**src/rtl/par2ser_tx_pkg.sv**
```systemverilog
// Shared types and helpers for the parallel-to-serial transmitter.
// State encoding matches the frame phases: idle, start bit, data bits, stop bit.
package par2ser_tx_pkg;

    typedef enum logic [1:0] {
        StIdle  = 2'd0,
        StStart = 2'd1,
        StData  = 2'd2,
        StStop  = 2'd3
    } state_e;

    // Counter width for values 0..n-1, never narrower than one bit.
    function automatic int unsigned clog2_min1(input int unsigned n);
        return (n <= 2) ? 1 : $clog2(n);
    endfunction

endpackage

```
**src/rtl/par2ser_tx_bit_timer.sv**
```systemverilog
// Bit-period timer: counts 0..DIV-1 and flags the last cycle of each period.
// clr restarts the period so the first bit after acceptance is full length.
module par2ser_tx_bit_timer
    import par2ser_tx_pkg::*;
#(
    parameter int unsigned DIV = 4
) (
    input  logic clk_i,
    input  logic rst_ni,
    input  logic clr_i,
    output logic tick_o
);

    localparam int unsigned CntW = clog2_min1(DIV);
    localparam logic [CntW-1:0] CntMax = CntW'(DIV - 1);

    logic [CntW-1:0] cnt_q, cnt_d;

    always_comb begin
        tick_o = (cnt_q == CntMax);
        cnt_d  = (clr_i || tick_o) ? '0 : cnt_q + CntW'(1);
    end

    always_ff @(posedge clk_i or negedge rst_ni) begin
        if (!rst_ni) begin
            cnt_q <= '0;
        end else begin
            cnt_q <= cnt_d;
        end
    end

endmodule

```
**src/rtl/par2ser_tx.sv**
```systemverilog
// Parallel-in, serial-out transmitter: start bit, LSB-first data, stop bit,
// each bit held DIV cycles. All outputs come straight from flops.
module par2ser_tx
    import par2ser_tx_pkg::*;
#(
    parameter int unsigned WIDTH = 8,
    parameter int unsigned DIV   = 4
) (
    input  logic             clk_i,
    input  logic             rst_ni,
    input  logic [WIDTH-1:0] data_i,
    input  logic             ena_i,
    output logic             ready_o,
    output logic             sout_o,
    output logic             busy_o,
    output logic             done_o
);

    localparam int unsigned IdxW = clog2_min1(WIDTH);
    localparam logic [IdxW-1:0] IdxLast = IdxW'(WIDTH - 1);

    state_e           state_q, state_d;
    logic [WIDTH-1:0] shift_q, shift_d;
    logic [IdxW-1:0]  idx_q, idx_d;
    logic             sout_q, sout_d;
    logic             ready_q, ready_d;
    logic             busy_q, busy_d;
    logic             done_q, done_d;
    logic             accept;
    logic             tick;

    assign accept = (state_q == StIdle) && ena_i;

    par2ser_tx_bit_timer #(
        .DIV(DIV)
    ) u_bit_timer (
        .clk_i (clk_i),
        .rst_ni(rst_ni),
        .clr_i (accept),
        .tick_o(tick)
    );

    always_ff @(posedge clk_i or negedge rst_ni) begin
        if (!rst_ni) begin
            state_q <= StIdle;
            shift_q <= '0;
            idx_q   <= '0;
            sout_q  <= 1'b1;
            ready_q <= 1'b1;
            busy_q  <= 1'b0;
            done_q  <= 1'b0;
        end else begin
            state_q <= state_d;
            shift_q <= shift_d;
            idx_q   <= idx_d;
            sout_q  <= sout_d;
            ready_q <= ready_d;
            busy_q  <= busy_d;
            done_q  <= done_d;
        end
    end

    always_comb begin
        state_d = state_q;
        shift_d = shift_q;
        idx_d   = idx_q;
        unique case (state_q)
            StIdle: begin
                if (ena_i) begin
                    state_d = StStart;
                    shift_d = data_i;
                end
            end
            StStart: begin
                if (tick) begin
                    state_d = StData;
                    idx_d   = '0;
                end
            end
            StData: begin
                if (tick) begin
                    shift_d = shift_q >> 1;
                    if (idx_q == IdxLast) begin
                        state_d = StStop;
                    end else begin
                        idx_d = idx_q + IdxW'(1);
                    end
                end
            end
            StStop: begin
                if (tick) begin
                    state_d = StIdle;
                end
            end
        endcase
    end

    // Outputs are decoded from the next state so they land in flops.
    always_comb begin
        sout_d  = 1'b1;
        if (state_d == StStart) begin
            sout_d = 1'b0;
        end else if (state_d == StData) begin
            sout_d = shift_d[0];
        end
        ready_d = (state_d == StIdle);
        busy_d  = (state_d != StIdle);
        done_d  = (state_q == StStop) && tick;
    end

    assign sout_o  = sout_q;
    assign ready_o = ready_q;
    assign busy_o  = busy_q;
    assign done_o  = done_q;

endmodule
```
**config.mk**
```make
export PLATFORM = sky130hd
export DESIGN_NAME = par2ser_tx
export DESIGN_NICKNAME = d
export VERILOG_FILES = /design/src/rtl/par2ser_tx_pkg.sv /design/src/rtl/par2ser_tx_bit_timer.sv /design/src/rtl/par2ser_tx.sv
export SDC_FILE = /design/constraint.sdc
export NUM_CORES = 1
export LEC_CHECK = 0
export ABC_AREA = 1
export CAP_MARGIN = 5
export CORE_MARGIN = 3
export CORE_UTILIZATION = 50
export CTS_CLUSTER_SIZE = 12
export DETAILED_ROUTE_END_ITERATION = 7
export GPL_TIMING_DRIVEN = 0
export PLACE_DENSITY = 0.86
export SLEW_MARGIN = 20
export SYNTH_ARGS = -nofsm -noshare
export SYNTH_HDL_FRONTEND = slang
export SYNTH_SLANG_ARGS = --single-unit
```
**constraint.sdc**
```tcl
create_clock -name clk_i -period 1.76 [get_ports clk_i]
set_input_delay 0.528 -clock clk_i [delete_from_list [all_inputs] [get_ports clk_i]]
set_output_delay 0.528 -clock clk_i [all_outputs]
set_load 0.02 [all_outputs]
```
==> qor.yml <==
grt_first_pass_wirelength_um: 2628
numCtsBuffers: 3
maxCapViolCount: 0
first_pass_iters: 3
arrival_ns: 1.15
fin_cells: 135
finalMaxSlewViolations: 0
netlist_instances: 101
holdPathStages: 1
synth_top_family_by_area: "simple AND/OR/NAND/NOR gates"
crit_type: "reg -> out"
intPower_mw: 1.001
ff2ff_setup_slack_ns: 0.38
drc: 0
grt_max_degree: 20
synth-simple-area-share: 0.3584
synth.area.mux_share: 0
multi_input_area_sq_um: 357.8
min_period_over_period: 0.9555
crit_path_top_delay_cell: "dfstp_2"
synth_top_flop_cell: "dfrtp_1"
switching_power_mw: 0.6961
postRouteAntennaNets: 0
clockRootBuffer: "clkbuf_4"
hold_viol_final: 0
synth_top_area_share: 0.4913
critical_path.max_stage_delay_ns: 0.53
synth_edf_count: 0
synth-compound-area-share: 0.01156
antenna_found_initial: 0
initial_utilization: 0.5554
dp.cells: 131
worstPathCellList: "dlygate4sd2_1"
status: "finished clean"
tightestPinTransition_ns: 0.8274
synth_area_leader_cell: "dfrtp_1"
place_congestion: 0.7921
clockBufferDepth: 2
die-width_um: 47.62
n_fill_cell: 141
die-area_sq_um: 2267
start_kind: "flip-flop"
grt_overflow_total: 0
yosys-top-cells-area: "dfrtp_1, nand2_1, nand3_1"
rows: 14
fin_skew_ns: 0.008260
ys_top_cells_by_count: "nand2_1, dfrtp_1, nand3_1"
ff_latch_area_sq_um: 478.0
cts.htree.levels: 1
grt_pass1_vias: 656
grt_usage: 0.1701
power.share.clock: 0.131
io_pins: 15
fin_util: 0.6726
hold_path.class: "reg -> reg"
setup_tns_ns: 0
ys.warnings.count: 0
insertion_delay_ns: 0.30
rsz0062_at_grt: "false"
syn-num-nets: 115
layout_min_cycle_time_ns: 1.682
drt_wl_total_um: 1531
slew-limit-headroom: 0.4467
yosysUniqueCellTypes: 14
clock-sinks: 19
max_freq_mhz: 594.6
first_iter_violations: 9
worstPathMaxFanout: 1
worst-path-buf-inv: 1
critPathTopFamily: "flip-flops"
postCtsSetupRepairBufs: 0
reg2regPathDepth: 8
synth_seq_cells: 19
yosys.area_share.adder: 0.04335
crit_cells: 1
die_h_um: 47.62
synthToLayoutAreaGrowth_pct: 21.10
power_density_nw_per_um2: 1618
seq_area_frac_synth: 0.5520
end_kind: "output port"
post_drt_wl_per_cell_um: 11.34
core-area_sq_um: 1559
cts_tree: "built"
syn_avg_cell_area_sq_um: 8.573
viasPerCell: 5.022
io_buffer_count: 14
postSynth.asyncResetShare: 1.000
num-nets-final: 134
worstPathRequired_ns: 1.23
p_sw_frac: 0.4103
setup-violations-final: 0
num_vias: 678
hpwl_um: 1158
n_antenna_cell: 0
leakage_nw: 0.5315
drive_gt1_frac: 0.1429
yosysMostFrequentCell: "nand2_1"
comb_power_share: 0.413
path_clk_slew_ns: 0.11
synthXorXnorAreaFrac: 0
ir_drop_uv: 753.2
syn_area_sq_um: 865.8
seqPwrFrac: 0.456
## sequential cells by signal (all words and copies together) (netlist names)
register,flops
idx_q,3
sout_o,1
state_q,2
busy_o,1
u_bit_timer.cnt_q,2
shift_q,8
ready_o,1
done_o,1
## logic make-up after synthesis
family	after synthesis
and+or+nand+nor	69
DFF	19
buffers and inverters	8
adders and majority gates	3
AOI/OAI and AO/OA	2
## worst paths after layout
kind / startpoint / endpoint
min in group asynchronous: rst_ni / state_q[1]
hold reg to reg: u_bit_timer.cnt_q[0] / u_bit_timer.cnt_q[0]
setup reg to reg: idx_q[0] / busy_o
max in group asynchronous: rst_ni / shift_q[5]
setup / recovery: sout_o / sout_o
hold / removal: u_bit_timer.cnt_q[0] / u_bit_timer.cnt_q[0]
## per-stage QoR
stage | setup WS (ns) | hold slack, ns | total power, mW | cell area (sq um)
finish | 0.07833 | 0.4442 | 1.697 | 1049
floorplan | 0.4910 | 0.2324 | 1.296 | 865.8
detailed placement | 0.1034 | 0.4357 | 1.522 | 1026
global placement | 0.1392 | 0.4333 | 1.465 | 1026
CTS | 0.06585 | 0.4511 | 1.718 | 1049
global route | 0.02016 | 0.4618 | 1.870 | 1049
## cell type report
type                    count  share of cell area
flip-flops and latches     19              0.4558
well taps                  16             0.01909
multi-input cells          74              0.3413
inverters                   8             0.02864
repair buffers             14              0.1289
clock inverters             1            0.004773
clock buffers               3             0.02148
## placed cells by master (no fill, tap or decap), types with 3 or more instances in the layout
cell type        instances
clkbuf_4                 3
clkdlybuf4s50_1         10
dfrtp_1                 17
dlygate4sd2_1            4
ha_1                     3
inv_2                    6
nand2_1                 45
nand3_1                 11
nor2_1                   5
nor2_4                   3
## routing by layer
layer / track usage / up-vias / part of all wire
li1: - / 352 / -
met1: 0.1897 / 306 / 0.43
met2: 0.2914 / 16 / 0.49
met3: 0.04511 / 4 / 0.057
met4: 0.09677 / 0 / 0.022
met5: 0 / - / 0
## power groups by stage
| stage | Sequential (mW) | Combinational, mW | Clock, mW |
|---|---|---|---|
| 4_1_cts | 0.773 | 0.716 | 0.229 |
| 3_5_place_dp | 0.783 | 0.739 | 0 |
| 3_3_place_gp | 0.772 | 0.693 | 0 |
| 6_report | 0.773 | 0.701 | 0.223 |
| 2_1_floorplan | 0.796 | 0.500 | 0 |
| 5_1_grt | 0.801 | 0.817 | 0.252 |
## what timing repair did
item / 4_1_cts / 5_1_grt
hold buffers: 0 / 0
endpoints found under the setup margin: 4 / 0
gates resized for setup: 4 / 0
Note: power is estimated with default switching activity, not from simulation.
